--- config.mk ---
export PLATFORM = sky130hd
export DESIGN_NAME = imem_dmem_arbiter_flat
export DESIGN_NICKNAME = d
export VERILOG_FILES = /design/src/rtl/imem_dmem_arbiter_pkg.sv /design/src/rtl/imem_dmem_arbiter_if.sv /design/src/rtl/imem_dmem_prio.sv /design/src/rtl/imem_dmem_arbiter.sv /design/src/flat_wrapper.sv
export SDC_FILE = /design/constraint.sdc
export NUM_CORES = 1
export LEC_CHECK = 0
export CORE_MARGIN = 2
export CORE_UTILIZATION = 40
export CTS_BUF_LIST = sky130_fd_sc_hd__clkbuf_4 sky130_fd_sc_hd__clkbuf_8 sky130_fd_sc_hd__clkbuf_16
export DETAILED_ROUTE_END_ITERATION = 8
export PLACE_DENSITY_LB_ADDON = 0.3
export SLEW_MARGIN = 40
export SYNTH_ARGS = -nofsm -noshare
export SYNTH_HDL_FRONTEND = slang
export SYNTH_HIERARCHICAL = 1
export SYNTH_SLANG_ARGS = --single-unit
--- constraint.sdc ---
create_clock -name ma_clk -period 2.2 [get_ports ma_clk]
set_input_delay 0.66 -clock ma_clk [delete_from_list [all_inputs] [get_ports ma_clk]]
set_output_delay 0.66 -clock ma_clk [all_outputs]
set_load 0.01 [all_outputs]
--- src/rtl/imem_dmem_arbiter_pkg.sv ---
`default_nettype none
// ============================================================================
// Module      : imem_dmem_arbiter_pkg
// Description : Shared FSM encoding and constants for the unified I/D memory
//               port arbiter (MA_MEM_TIMEOUT_EN enables the BUSY timeout).
// Revision    : 1.0 - initial release
// ============================================================================
package imem_dmem_arbiter_pkg;

    typedef enum logic [1:0] {
        ST_IDLE   = 2'd0,
        ST_BUSY_I = 2'd1,
        ST_BUSY_D = 2'd2,
        ST_RESP   = 2'd3
    } state_t;

    localparam int unsigned C_WAIT_W        = 4;
    localparam int unsigned C_TIMEOUT_LIMIT = 16;
    localparam int unsigned C_TIMEOUT_W     = 4;

endpackage
`default_nettype wire

--- src/rtl/imem_dmem_arbiter_if.sv ---
`default_nettype none
// ============================================================================
// Module      : imem_dmem_arbiter_if
// Description : Fetch, load/store and memory handshake bundle of the arbiter.
//               ma_o_err exists only when MA_MEM_TIMEOUT_EN is defined.
// Revision    : 1.0 - initial release
// ============================================================================
interface imem_dmem_arbiter_if #(
    parameter int AWIDTH = 32,
    parameter int DWIDTH = 32
);
    logic              ma_i_flush;
    logic              ma_i_if_syn;
    logic [AWIDTH-1:0] ma_i_if_addr;
    logic              ma_o_if_ack;
    logic              ma_o_if_stall;
    logic              ma_i_ds_syn;
    logic [AWIDTH-1:0] ma_i_ds_addr;
    logic              ma_i_ds_we;
    logic [DWIDTH-1:0] ma_i_ds_wdata;
    logic              ma_o_ds_ack;
    logic [DWIDTH-1:0] ma_o_rdata;
    logic              ma_o_mem_syn;
    logic [AWIDTH-1:0] ma_o_mem_addr;
    logic              ma_o_mem_we;
    logic [DWIDTH-1:0] ma_o_mem_wdata;
    logic              ma_i_mem_ack;
    logic [DWIDTH-1:0] ma_i_mem_rdata;
`ifdef MA_MEM_TIMEOUT_EN
    logic              ma_o_err;
`endif

    // Arbiter side: masters the shared memory port
    modport master (
`ifdef MA_MEM_TIMEOUT_EN
        output ma_o_err,
`endif
        input  ma_i_flush, ma_i_if_syn, ma_i_if_addr,
        input  ma_i_ds_syn, ma_i_ds_addr, ma_i_ds_we, ma_i_ds_wdata,
        input  ma_i_mem_ack, ma_i_mem_rdata,
        output ma_o_if_ack, ma_o_if_stall, ma_o_ds_ack, ma_o_rdata,
        output ma_o_mem_syn, ma_o_mem_addr, ma_o_mem_we, ma_o_mem_wdata
    );

    modport slave (
`ifdef MA_MEM_TIMEOUT_EN
        input  ma_o_err,
`endif
        output ma_i_flush, ma_i_if_syn, ma_i_if_addr,
        output ma_i_ds_syn, ma_i_ds_addr, ma_i_ds_we, ma_i_ds_wdata,
        output ma_i_mem_ack, ma_i_mem_rdata,
        input  ma_o_if_ack, ma_o_if_stall, ma_o_ds_ack, ma_o_rdata,
        input  ma_o_mem_syn, ma_o_mem_addr, ma_o_mem_we, ma_o_mem_wdata
    );
endinterface
`default_nettype wire

--- src/rtl/imem_dmem_prio.sv ---
`default_nettype none
// ============================================================================
// Module      : imem_dmem_prio
// Description : IDLE-state grant logic (data first, fetch on starvation) and
//               the saturating count of fetch-lost arbitrations.
// Revision    : 1.0 - initial release
// ============================================================================
module imem_dmem_prio
    import imem_dmem_arbiter_pkg::*;
#(
    parameter int unsigned MAX_WAIT = 4
) (
    input  wire  ma_clk,
    input  wire  ma_rst,
    input  wire  i_idle,
    input  wire  i_flush,
    input  wire  i_if_syn,
    input  wire  i_ds_syn,
    output logic o_grant_if,
    output logic o_grant_ds
);

    logic [C_WAIT_W-1:0] r_wait;
    logic                w_starved;
    logic                w_if_req;

    // A flush in IDLE blocks fetch for that cycle only; data may still win
    assign w_if_req  = i_if_syn & ~i_flush;
    assign w_starved = (r_wait == C_WAIT_W'(MAX_WAIT));

    always_comb begin
        o_grant_if = 1'b0;
        o_grant_ds = 1'b0;
        if (i_idle) begin
            if (w_starved && w_if_req) begin
                o_grant_if = 1'b1;
            end else if (i_ds_syn) begin
                o_grant_ds = 1'b1;
            end else if (w_if_req) begin
                o_grant_if = 1'b1;
            end
        end
    end

    always_ff @(posedge ma_clk) begin
        if (!ma_rst) begin
            r_wait <= '0;
        end else if (o_grant_if) begin
            r_wait <= '0;
        end else if (o_grant_ds && i_if_syn && !w_starved) begin
            r_wait <= r_wait + 1'b1;
        end
    end

endmodule
`default_nettype wire

--- src/rtl/imem_dmem_arbiter.sv ---
`default_nettype none
// ============================================================================
// Module      : imem_dmem_arbiter
// Description : Shares one memory port between fetch and load/store, with
//               fetch stall, flush cancel and anti-starvation.
//               MA_MEM_TIMEOUT_EN adds a 16-cycle BUSY abort and ma_o_err.
// Revision    : 1.0 - initial release
// ============================================================================
module imem_dmem_arbiter
    import imem_dmem_arbiter_pkg::*;
#(
    parameter int          AWIDTH   = 32,
    parameter int          DWIDTH   = 32,
    parameter int unsigned MAX_WAIT = 4
) (
    input  wire                  ma_clk,
    input  wire                  ma_rst,
    imem_dmem_arbiter_if.master  bus
);

    state_t            r_state;
    state_t            w_state_nxt;
    logic              w_idle;
    logic              w_grant_if;
    logic              w_grant_ds;
    logic              w_mem_done;
    logic              w_abort;
    logic              w_if_ack;

    logic              r_mem_syn;
    logic [AWIDTH-1:0] r_mem_addr;
    logic              r_mem_we;
    logic [DWIDTH-1:0] r_mem_wdata;
    logic [DWIDTH-1:0] r_rdata;
    logic              r_if_ack;
    logic              r_ds_ack;
    logic              r_cancel;

    assign w_idle = (r_state == ST_IDLE);

    imem_dmem_prio #(
        .MAX_WAIT (MAX_WAIT)
    ) u_prio (
        .ma_clk     (ma_clk),
        .ma_rst     (ma_rst),
        .i_idle     (w_idle),
        .i_flush    (bus.ma_i_flush),
        .i_if_syn   (bus.ma_i_if_syn),
        .i_ds_syn   (bus.ma_i_ds_syn),
        .o_grant_if (w_grant_if),
        .o_grant_ds (w_grant_ds)
    );

`ifdef MA_MEM_TIMEOUT_EN
    logic                   w_busy;
    logic [C_TIMEOUT_W-1:0] r_tmo_cnt;
    logic                   r_err;

    assign w_busy  = (r_state == ST_BUSY_I) || (r_state == ST_BUSY_D);
    assign w_abort = w_busy && !bus.ma_i_mem_ack &&
                     (r_tmo_cnt == C_TIMEOUT_W'(C_TIMEOUT_LIMIT - 1));

    always_ff @(posedge ma_clk) begin
        if (!ma_rst || !w_busy) begin
            r_tmo_cnt <= '0;
        end else begin
            r_tmo_cnt <= r_tmo_cnt + 1'b1;
        end
    end

    always_ff @(posedge ma_clk) begin
        if (!ma_rst) begin
            r_err <= 1'b0;
        end else begin
            r_err <= w_abort;
        end
    end

    assign bus.ma_o_err = r_err;
`else
    assign w_abort = 1'b0;
`endif

    assign w_mem_done = bus.ma_i_mem_ack | w_abort;

    always_ff @(posedge ma_clk) begin
        if (!ma_rst) begin
            r_state <= ST_IDLE;
        end else begin
            r_state <= w_state_nxt;
        end
    end

    always_comb begin
        w_state_nxt = r_state;
        case (r_state)
            ST_IDLE: begin
                if (w_grant_ds) begin
                    w_state_nxt = ST_BUSY_D;
                end else if (w_grant_if) begin
                    w_state_nxt = ST_BUSY_I;
                end
            end
            ST_BUSY_I, ST_BUSY_D: begin
                if (w_mem_done) begin
                    w_state_nxt = ST_RESP;
                end
            end
            default: w_state_nxt = ST_IDLE;
        endcase
    end

    always_ff @(posedge ma_clk) begin
        if (!ma_rst) begin
            r_mem_syn   <= 1'b0;
            r_mem_addr  <= '0;
            r_mem_we    <= 1'b0;
            r_mem_wdata <= '0;
            r_rdata     <= '0;
            r_if_ack    <= 1'b0;
            r_ds_ack    <= 1'b0;
            r_cancel    <= 1'b0;
        end else begin
            r_if_ack <= 1'b0;
            r_ds_ack <= 1'b0;
            case (r_state)
                ST_IDLE: begin
                    if (w_grant_ds) begin
                        r_mem_syn   <= 1'b1;
                        r_mem_addr  <= bus.ma_i_ds_addr;
                        r_mem_we    <= bus.ma_i_ds_we;
                        r_mem_wdata <= bus.ma_i_ds_wdata;
                    end else if (w_grant_if) begin
                        r_mem_syn   <= 1'b1;
                        r_mem_addr  <= bus.ma_i_if_addr;
                        r_mem_we    <= 1'b0;
                        r_mem_wdata <= '0;
                    end
                end
                ST_BUSY_I, ST_BUSY_D: begin
                    if (w_mem_done) begin
                        r_mem_syn <= 1'b0;
                        r_rdata   <= w_abort ? '0 : bus.ma_i_mem_rdata;
                        if (r_state == ST_BUSY_I) begin
                            r_if_ack <= ~(r_cancel | bus.ma_i_flush);
                        end else begin
                            r_ds_ack <= 1'b1;
                        end
                    end
                end
                default: ;
            endcase

            // RESP always exits to IDLE, so the cancel flag clears there
            if (r_state == ST_RESP) begin
                r_cancel <= 1'b0;
            end else if (r_state == ST_BUSY_I && bus.ma_i_flush) begin
                r_cancel <= 1'b1;
            end
        end
    end

    // A flush landing in the fetch RESP cycle still has to kill the ack
    assign w_if_ack = r_if_ack & ~bus.ma_i_flush;

    assign bus.ma_o_if_ack    = w_if_ack;
    assign bus.ma_o_if_stall  = bus.ma_i_if_syn & ~w_if_ack;
    assign bus.ma_o_ds_ack    = r_ds_ack;
    assign bus.ma_o_rdata     = r_rdata;
    assign bus.ma_o_mem_syn   = r_mem_syn;
    assign bus.ma_o_mem_addr  = r_mem_addr;
    assign bus.ma_o_mem_we    = r_mem_we;
    assign bus.ma_o_mem_wdata = r_mem_wdata;

endmodule
`default_nettype wire

--- src/flat_wrapper.sv ---
// flat-port wrapper written by rule: the top's interface ports become plain ports
module imem_dmem_arbiter_flat import imem_dmem_arbiter_pkg::*;
#(
    parameter int          AWIDTH   = 32,
    parameter int          DWIDTH   = 32,
    parameter int unsigned MAX_WAIT = 4
)
  (ma_clk, ma_rst, bus_ma_i_flush, bus_ma_i_if_syn, bus_ma_i_if_addr, bus_ma_i_ds_syn, bus_ma_i_ds_addr, bus_ma_i_ds_we, bus_ma_i_ds_wdata, bus_ma_i_mem_ack, bus_ma_i_mem_rdata, bus_ma_o_if_ack, bus_ma_o_if_stall, bus_ma_o_ds_ack, bus_ma_o_rdata, bus_ma_o_mem_syn, bus_ma_o_mem_addr, bus_ma_o_mem_we, bus_ma_o_mem_wdata);
  imem_dmem_arbiter_if #(.AWIDTH(AWIDTH), .DWIDTH(DWIDTH)) bus_i ();
  input  wire ma_clk;
  input  wire ma_rst;
  input wire logic [$bits(bus_i.ma_i_flush)-1:0] bus_ma_i_flush;
  input wire logic [$bits(bus_i.ma_i_if_syn)-1:0] bus_ma_i_if_syn;
  input wire logic [$bits(bus_i.ma_i_if_addr)-1:0] bus_ma_i_if_addr;
  input wire logic [$bits(bus_i.ma_i_ds_syn)-1:0] bus_ma_i_ds_syn;
  input wire logic [$bits(bus_i.ma_i_ds_addr)-1:0] bus_ma_i_ds_addr;
  input wire logic [$bits(bus_i.ma_i_ds_we)-1:0] bus_ma_i_ds_we;
  input wire logic [$bits(bus_i.ma_i_ds_wdata)-1:0] bus_ma_i_ds_wdata;
  input wire logic [$bits(bus_i.ma_i_mem_ack)-1:0] bus_ma_i_mem_ack;
  input wire logic [$bits(bus_i.ma_i_mem_rdata)-1:0] bus_ma_i_mem_rdata;
  output wire logic [$bits(bus_i.ma_o_if_ack)-1:0] bus_ma_o_if_ack;
  output wire logic [$bits(bus_i.ma_o_if_stall)-1:0] bus_ma_o_if_stall;
  output wire logic [$bits(bus_i.ma_o_ds_ack)-1:0] bus_ma_o_ds_ack;
  output wire logic [$bits(bus_i.ma_o_rdata)-1:0] bus_ma_o_rdata;
  output wire logic [$bits(bus_i.ma_o_mem_syn)-1:0] bus_ma_o_mem_syn;
  output wire logic [$bits(bus_i.ma_o_mem_addr)-1:0] bus_ma_o_mem_addr;
  output wire logic [$bits(bus_i.ma_o_mem_we)-1:0] bus_ma_o_mem_we;
  output wire logic [$bits(bus_i.ma_o_mem_wdata)-1:0] bus_ma_o_mem_wdata;
  assign bus_i.ma_i_flush = bus_ma_i_flush;
  assign bus_i.ma_i_if_syn = bus_ma_i_if_syn;
  assign bus_i.ma_i_if_addr = bus_ma_i_if_addr;
  assign bus_i.ma_i_ds_syn = bus_ma_i_ds_syn;
  assign bus_i.ma_i_ds_addr = bus_ma_i_ds_addr;
  assign bus_i.ma_i_ds_we = bus_ma_i_ds_we;
  assign bus_i.ma_i_ds_wdata = bus_ma_i_ds_wdata;
  assign bus_i.ma_i_mem_ack = bus_ma_i_mem_ack;
  assign bus_i.ma_i_mem_rdata = bus_ma_i_mem_rdata;
  assign bus_ma_o_if_ack = bus_i.ma_o_if_ack;
  assign bus_ma_o_if_stall = bus_i.ma_o_if_stall;
  assign bus_ma_o_ds_ack = bus_i.ma_o_ds_ack;
  assign bus_ma_o_rdata = bus_i.ma_o_rdata;
  assign bus_ma_o_mem_syn = bus_i.ma_o_mem_syn;
  assign bus_ma_o_mem_addr = bus_i.ma_o_mem_addr;
  assign bus_ma_o_mem_we = bus_i.ma_o_mem_we;
  assign bus_ma_o_mem_wdata = bus_i.ma_o_mem_wdata;
  imem_dmem_arbiter #(.AWIDTH(AWIDTH), .DWIDTH(DWIDTH), .MAX_WAIT(MAX_WAIT)) u_core (.ma_clk(ma_clk), .ma_rst(ma_rst), .bus(bus_i));
endmodule
==> Word-level counts from Yosys, hierarchy flattened <==
Index checks and enable logic that the tools add are counted.
{ "totals": {"output_inout_bits": 101, "inputBits": 135, "elab_cells": 64, "register_bits": 107} }
{ "op_classes": {"bitwise_logic": 8, "n_mux": 22, "n_reduce_logical": 17, "n_addsub": 1, "eq_ne": 6} }
{ "ops": {"columns": ["op", "n"], "rows": [
  ["$mux 32", 4],
  ["$mux 1", 13],
  ["$mux 2", 3],
  ["$reduce_and 2->1", 3],
  ["$reduce_and 3->1", 2],
  ["$reduce_or 2->1", 3],
  ["$add 4x1->4 const B", 1],
  ["$eq 2x2->1 const B", 2],
  ["$eq 4x3->1 const B", 1],
  ["$logic_and 1x1->1", 4],
  ["$not 1->1", 4],
  ["$pmux 2 s2", 1],
  ["$reduce_and 4->1", 1],
  ["$reduce_bool 2->1", 2],
  ["$and 1x1->1", 3],
  ["$ne 3x1->1 const B", 1],
  ["$eq 2x1->1 const B", 1],
  ["$logic_not 2->1", 1],
  ["$ne 2x2->1 const B", 1],
  ["$pmux 1 s2", 1],
  ["$logic_not 1->1", 1],
  ["$or 1x1->1", 1]
]} }

==> Longest topological paths before layout <==
{ "depth": {"ltp_word": 9, "ltp_mapped": 10, "depth_no_buf": 7} }

==> Hierarchy <==
The synthesis kept the hierarchy.
{ "modules_own_cells": {"columns": ["mod", "area_each_um2", "instances", "cells_each"], "rows": [
  ["imem_dmem_arbiter", 4247.8, 1, 431],
  ["imem_dmem_prio", 259.0, 1, 32]
]} }

==> Worst setup path after synthesis <==
OpenSTA, ideal clock, no wires.
{ "synth_timing": {"path_kind": "reg-to-reg", "start": "register u_core.r_state[1]", "end": "register u_core.r_mem_addr[24] (netlist: u_core/bus.ma_o_mem_addr[24])", "t_arrival_ps": 1836, "path_stages_with_launch": 10, "setup_ps": 116, "n_path_buf": 2, "required_ps": 2084, "slack_ps": 248, "cell_sequence": "dfxtp_1 inv_1 ha_1 nand3b_1 a21oi_1 o21a_1 buf_6 buf_6 nand2_1 o211a_1"} }
{ "synth_between": {"elab_chain_cells": 4} }
{ "synth_lines": {"columns": ["item", "line_no", "text"], "rows": [
  ["start: declaration", "imem_dmem_arbiter.sv:21", "state_t r_state;"],
  ["start signal: assignment", "imem_dmem_arbiter.sv:90", "r_state <= w_state_nxt;"],
  ["$logic_not 2->1", "imem_dmem_arbiter.sv:39", "assign w_idle = (r_state == ST_IDLE);"],
  ["via u_core.w_idle", "imem_dmem_arbiter.sv:23", "logic w_idle;"],
  ["$mux 1", "imem_dmem_prio.sv:34", "if (i_idle) begin"],
  ["via u_core.w_grant_if", "imem_dmem_arbiter.sv:24", "logic w_grant_if;"],
  ["$reduce_bool 2->1 (no line)", null, null],
  ["$reduce_and 2->1 (no line)", null, null],
  ["end signal: assignment", "imem_dmem_arbiter.sv:130", "r_mem_addr <= bus.ma_i_ds_addr;"],
  ["end signal: assignment", "imem_dmem_arbiter.sv:135", "r_mem_addr <= bus.ma_i_if_addr;"],
  ["end: declaration", "imem_dmem_arbiter.sv:31", "logic [AWIDTH-1:0] r_mem_addr;"]
]} }
The timed path passes the listed nets, and every way through them passes these cells.
A chain may end at the register's enable or synchronous reset.

==> Final worst setup path <==
{ "layout_timing": {"start": "input bus_ma_i_if_syn", "end": "output bus_ma_o_if_stall"} }
{ "layout_between": {"elab_chain_cells": 1} }
{ "layout_lines": {"columns": ["item", "line_no", "text"], "rows": [
  ["start: declaration", "flat_wrapper.sv:13", "input wire logic [$bits(bus_i.ma_i_if_syn)-1:0] bus_ma_i_if_syn;"],
  ["$and 1x1->1", "imem_dmem_arbiter.sv:167", "assign bus.ma_o_if_stall = bus.ma_i_if_syn & ~w_if_ack;"],
  ["end: declaration", "flat_wrapper.sv:22", "output wire logic [$bits(bus_i.ma_o_if_stall)-1:0] bus_ma_o_if_stall;"]
]} }
Every way passes these cells.

==> results.ini <==
[global_route]
first_global_vias=4055
grt_max_degree=38
antenna_found_initial=0
grt_pass1_wl_um=19210
grt.total_usage_pct=20.17
grt_overflow=0

[die]
core_um2=10940
dieArea_um2=12130
ios=236
rows=38
die_w_um=110.1
die_y_um=110.1
initial_core_util_pct=41.21

[critical_path]
crit_fanout=2
crit_path_start_kind=primary input
cpPeakStageDelay_ns=0.48
required_ns=1.54
critical_path_class=primary input to output pin
worstPathArrival_ns=1.51
worstPathCellList=clkdlybuf4s50_1 -> nor2b_1 -> clkdlybuf4s15_1
crit_path_end_kind=output pin
worst_path_max_delay_cell=clkdlybuf4s50_1
rr_worst_depth=8

[place]
place_hpwl_um=8989
numPortBuffers=235
placedCellCount=818
place.gp.congestion=0.7502
placed_area_um2=6998
place_ws_ns=-0.5131

[cts]
cts_tree=built
cts_buffers=9
cts_root_buf=clkbuf_16
cts_num_sinks=107
clk_latency_ns=0.34
clkTransAtPathRegs_ns=0.07
clock_path_buffers=2
hold_buffers=0
h-tree-depth=3

[synth]
synth_commonest_cells=dfxtp_1 (107), nand2_1 (101), nor2b_1 (38)
syn-num-nets=605
synthFlopType=dfxtp_1
synth_top_area_share_pct=47.53
yosys.area.top_type=dfxtp_1
ys.warnings.count=6
synth.distinct_cells=35
ys_ff_latch=107
syn_inst=463
async_reset_ff_share_pct=0
syn_area_um2=4507
synth.most_common_cell=dfxtp_1
yosysSeqAreaShare_pct=47.53
syn_avg_cell_area_um2=9.734
synth_edf_count=0
synth.area.top_cells=dfxtp_1 (48%), nand2_1 (8.4%), mux2i_1 (7.8%)

[sta]
layout_setup_ws_ns=0.02998
period_needed_ns=2.170
min_period_over_period_pct=98.64
hold_viol_final=0
fmaxAchievable_ghz=0.4608
maxSlewViolCount=0
fin_skew_ns=0.008174
tightest_slew_ns=0.5134
setup_violations=0
rsz0062_at_grt=no
maxSlewHeadroom_pct=65.64

[final_layout]
final_area_um2=7400
area_growth_pct=64.19
stdcell_count=840
drive_above_1_share_pct=6.429
diodes=0
nets=837

[routing]
via_per_inst=4.969
wl_per_cell_um=15.18
via_count=4174
drt-total-wl_um=12750
drt_iter0_drc=187
detail-route-antenna-nets=0
drtPass1Iterations=4
drc=0

[pwr]
power_density_nw_per_um2=1120
vdd_drop_max_mv=0.5145
p_leak_nw=3.046

[worst_hold_path]
hold_depth=2
hold_path_class=register to register

[run]
maxCapViolCount=0

[status]
status=finished, final reports clean

[layout make-up]
type / count / area (um2)
Clock buffer: 12 / 260.3
Clock inverter: 4 / 48.80
Fill cell: 906 / 3536
Inverter: 6 / 22.52
Multi-Input combinational cell: 315 / 2142
Sequential cell: 107 / 2142
Tap cell: 140 / 175.2
Timing Repair Buffer: 256 / 2609
[metal layers]
metal	vias up	routed length (um)	GRT usage [%]
met4	0	197	6.696
met1	1924	5089	23.42
li1	2069	-	-
met5	-	0	0
met3	13	1172	6.878
met2	168	6294	34.75
[placed cells by master (no fill, tap or decap), types with 3 or more instances in the layout]
| cell type | n |
|---|---|
| nand2_1 | 101 |
| o211a_1 | 32 |
| a211oi_1 | 3 |
| clkdlybuf4s50_1 | 231 |
| buf_4 | 13 |
| clkbuf_16 | 10 |
| a21boi_1 | 8 |
| mux2i_1 | 35 |
| a21boi_0 | 24 |
| nand3_1 | 3 |
| a22oi_1 | 33 |
| dfxtp_1 | 107 |
| buf_12 | 7 |
| nor2b_1 | 38 |
| o21ai_0 | 5 |
| a21oi_1 | 4 |
| ha_1 | 7 |
| inv_1 | 6 |
[worst max-delay path, delay by kind of cell]
family / cells / cell delay (ns)
buffers and inverters: 2 / 0.72
AND/OR/NAND/NOR: 1 / 0.12
[kinds of logic after synthesis]
kind of cell | Yosys count | share of synthesized area [%]
AND/OR/NAND/NOR | 158 | 16.55
AO/OA/AOI/OAI | 114 | 20.32
buffers and inverters | 42 | 5.886
flip-flops | 107 | 47.53
adder cells (fa/ha/maj) | 7 | 1.943
multiplexers | 35 | 7.774
[where the power goes]
group	switching (mW)	leakage [nW]	total, mW	internal (mW)
Combinational	1.85	2.01	3.93	2.08
Sequential	0.269	0.876	2.70	2.43
Clock	0.700	0.156	1.66	0.956
[metrics by stage]
stage	hold slack [ns]	TNS (ns)	util [%]	power (mW)
floorplan	0.4585	0	-	4.900
global placement	0.4413	-22.67	63.99	6.303
detailed placement	0.4486	-24.47	63.99	6.430
CTS	0.4589	-0.006758	66.96	8.175
global route	0.4766	0	67.67	8.787
finish	0.4577	0	67.67	8.284
[flip-flops by register name, indices dropped and copies added, names as in the netlist]
register,flops
u_core/bus.ma_o_mem_we,1
u_core/bus.ma_o_mem_addr,32
u_core/bus.ma_o_ds_ack,1
u_core/r_if_ack,1
u_core/bus.ma_o_mem_wdata,32
u_core/r_state,2
u_core/bus.ma_o_mem_syn,1
u_core/r_cancel,1
u_core/u_prio/r_wait,4
u_core/bus.ma_o_rdata,32
[what timing repair did]
action,4_1_cts,5_1_grt
hold endpoints to repair,0,0
setup buffers,0,4
gates cloned,1,1
endpoints found under the setup margin,35,41
gates resized for setup,6,2
pin swaps,1,2
[final timing paths]
| path | slack (ns) | endpoint | from |
|---|---|---|---|
| max | 0.03 | bus_ma_o_if_stall | bus_ma_i_if_syn |
| min | 0.46 | u_core/bus.ma_o_rdata[27]$_SDFFE_PN0P_ | u_core/bus.ma_o_rdata[27]$_SDFFE_PN0P_ |
| max reg2reg | 0.14 | u_core/bus.ma_o_mem_syn$_SDFFE_PN0P_ | u_core/u_prio/r_wait[0]$_SDFFE_PP0P_ |
| min reg2reg | 0.46 | u_core/bus.ma_o_rdata[27]$_SDFFE_PN0P_ | u_core/bus.ma_o_rdata[27]$_SDFFE_PN0P_ |
Power figures use the tool's default switching activity.
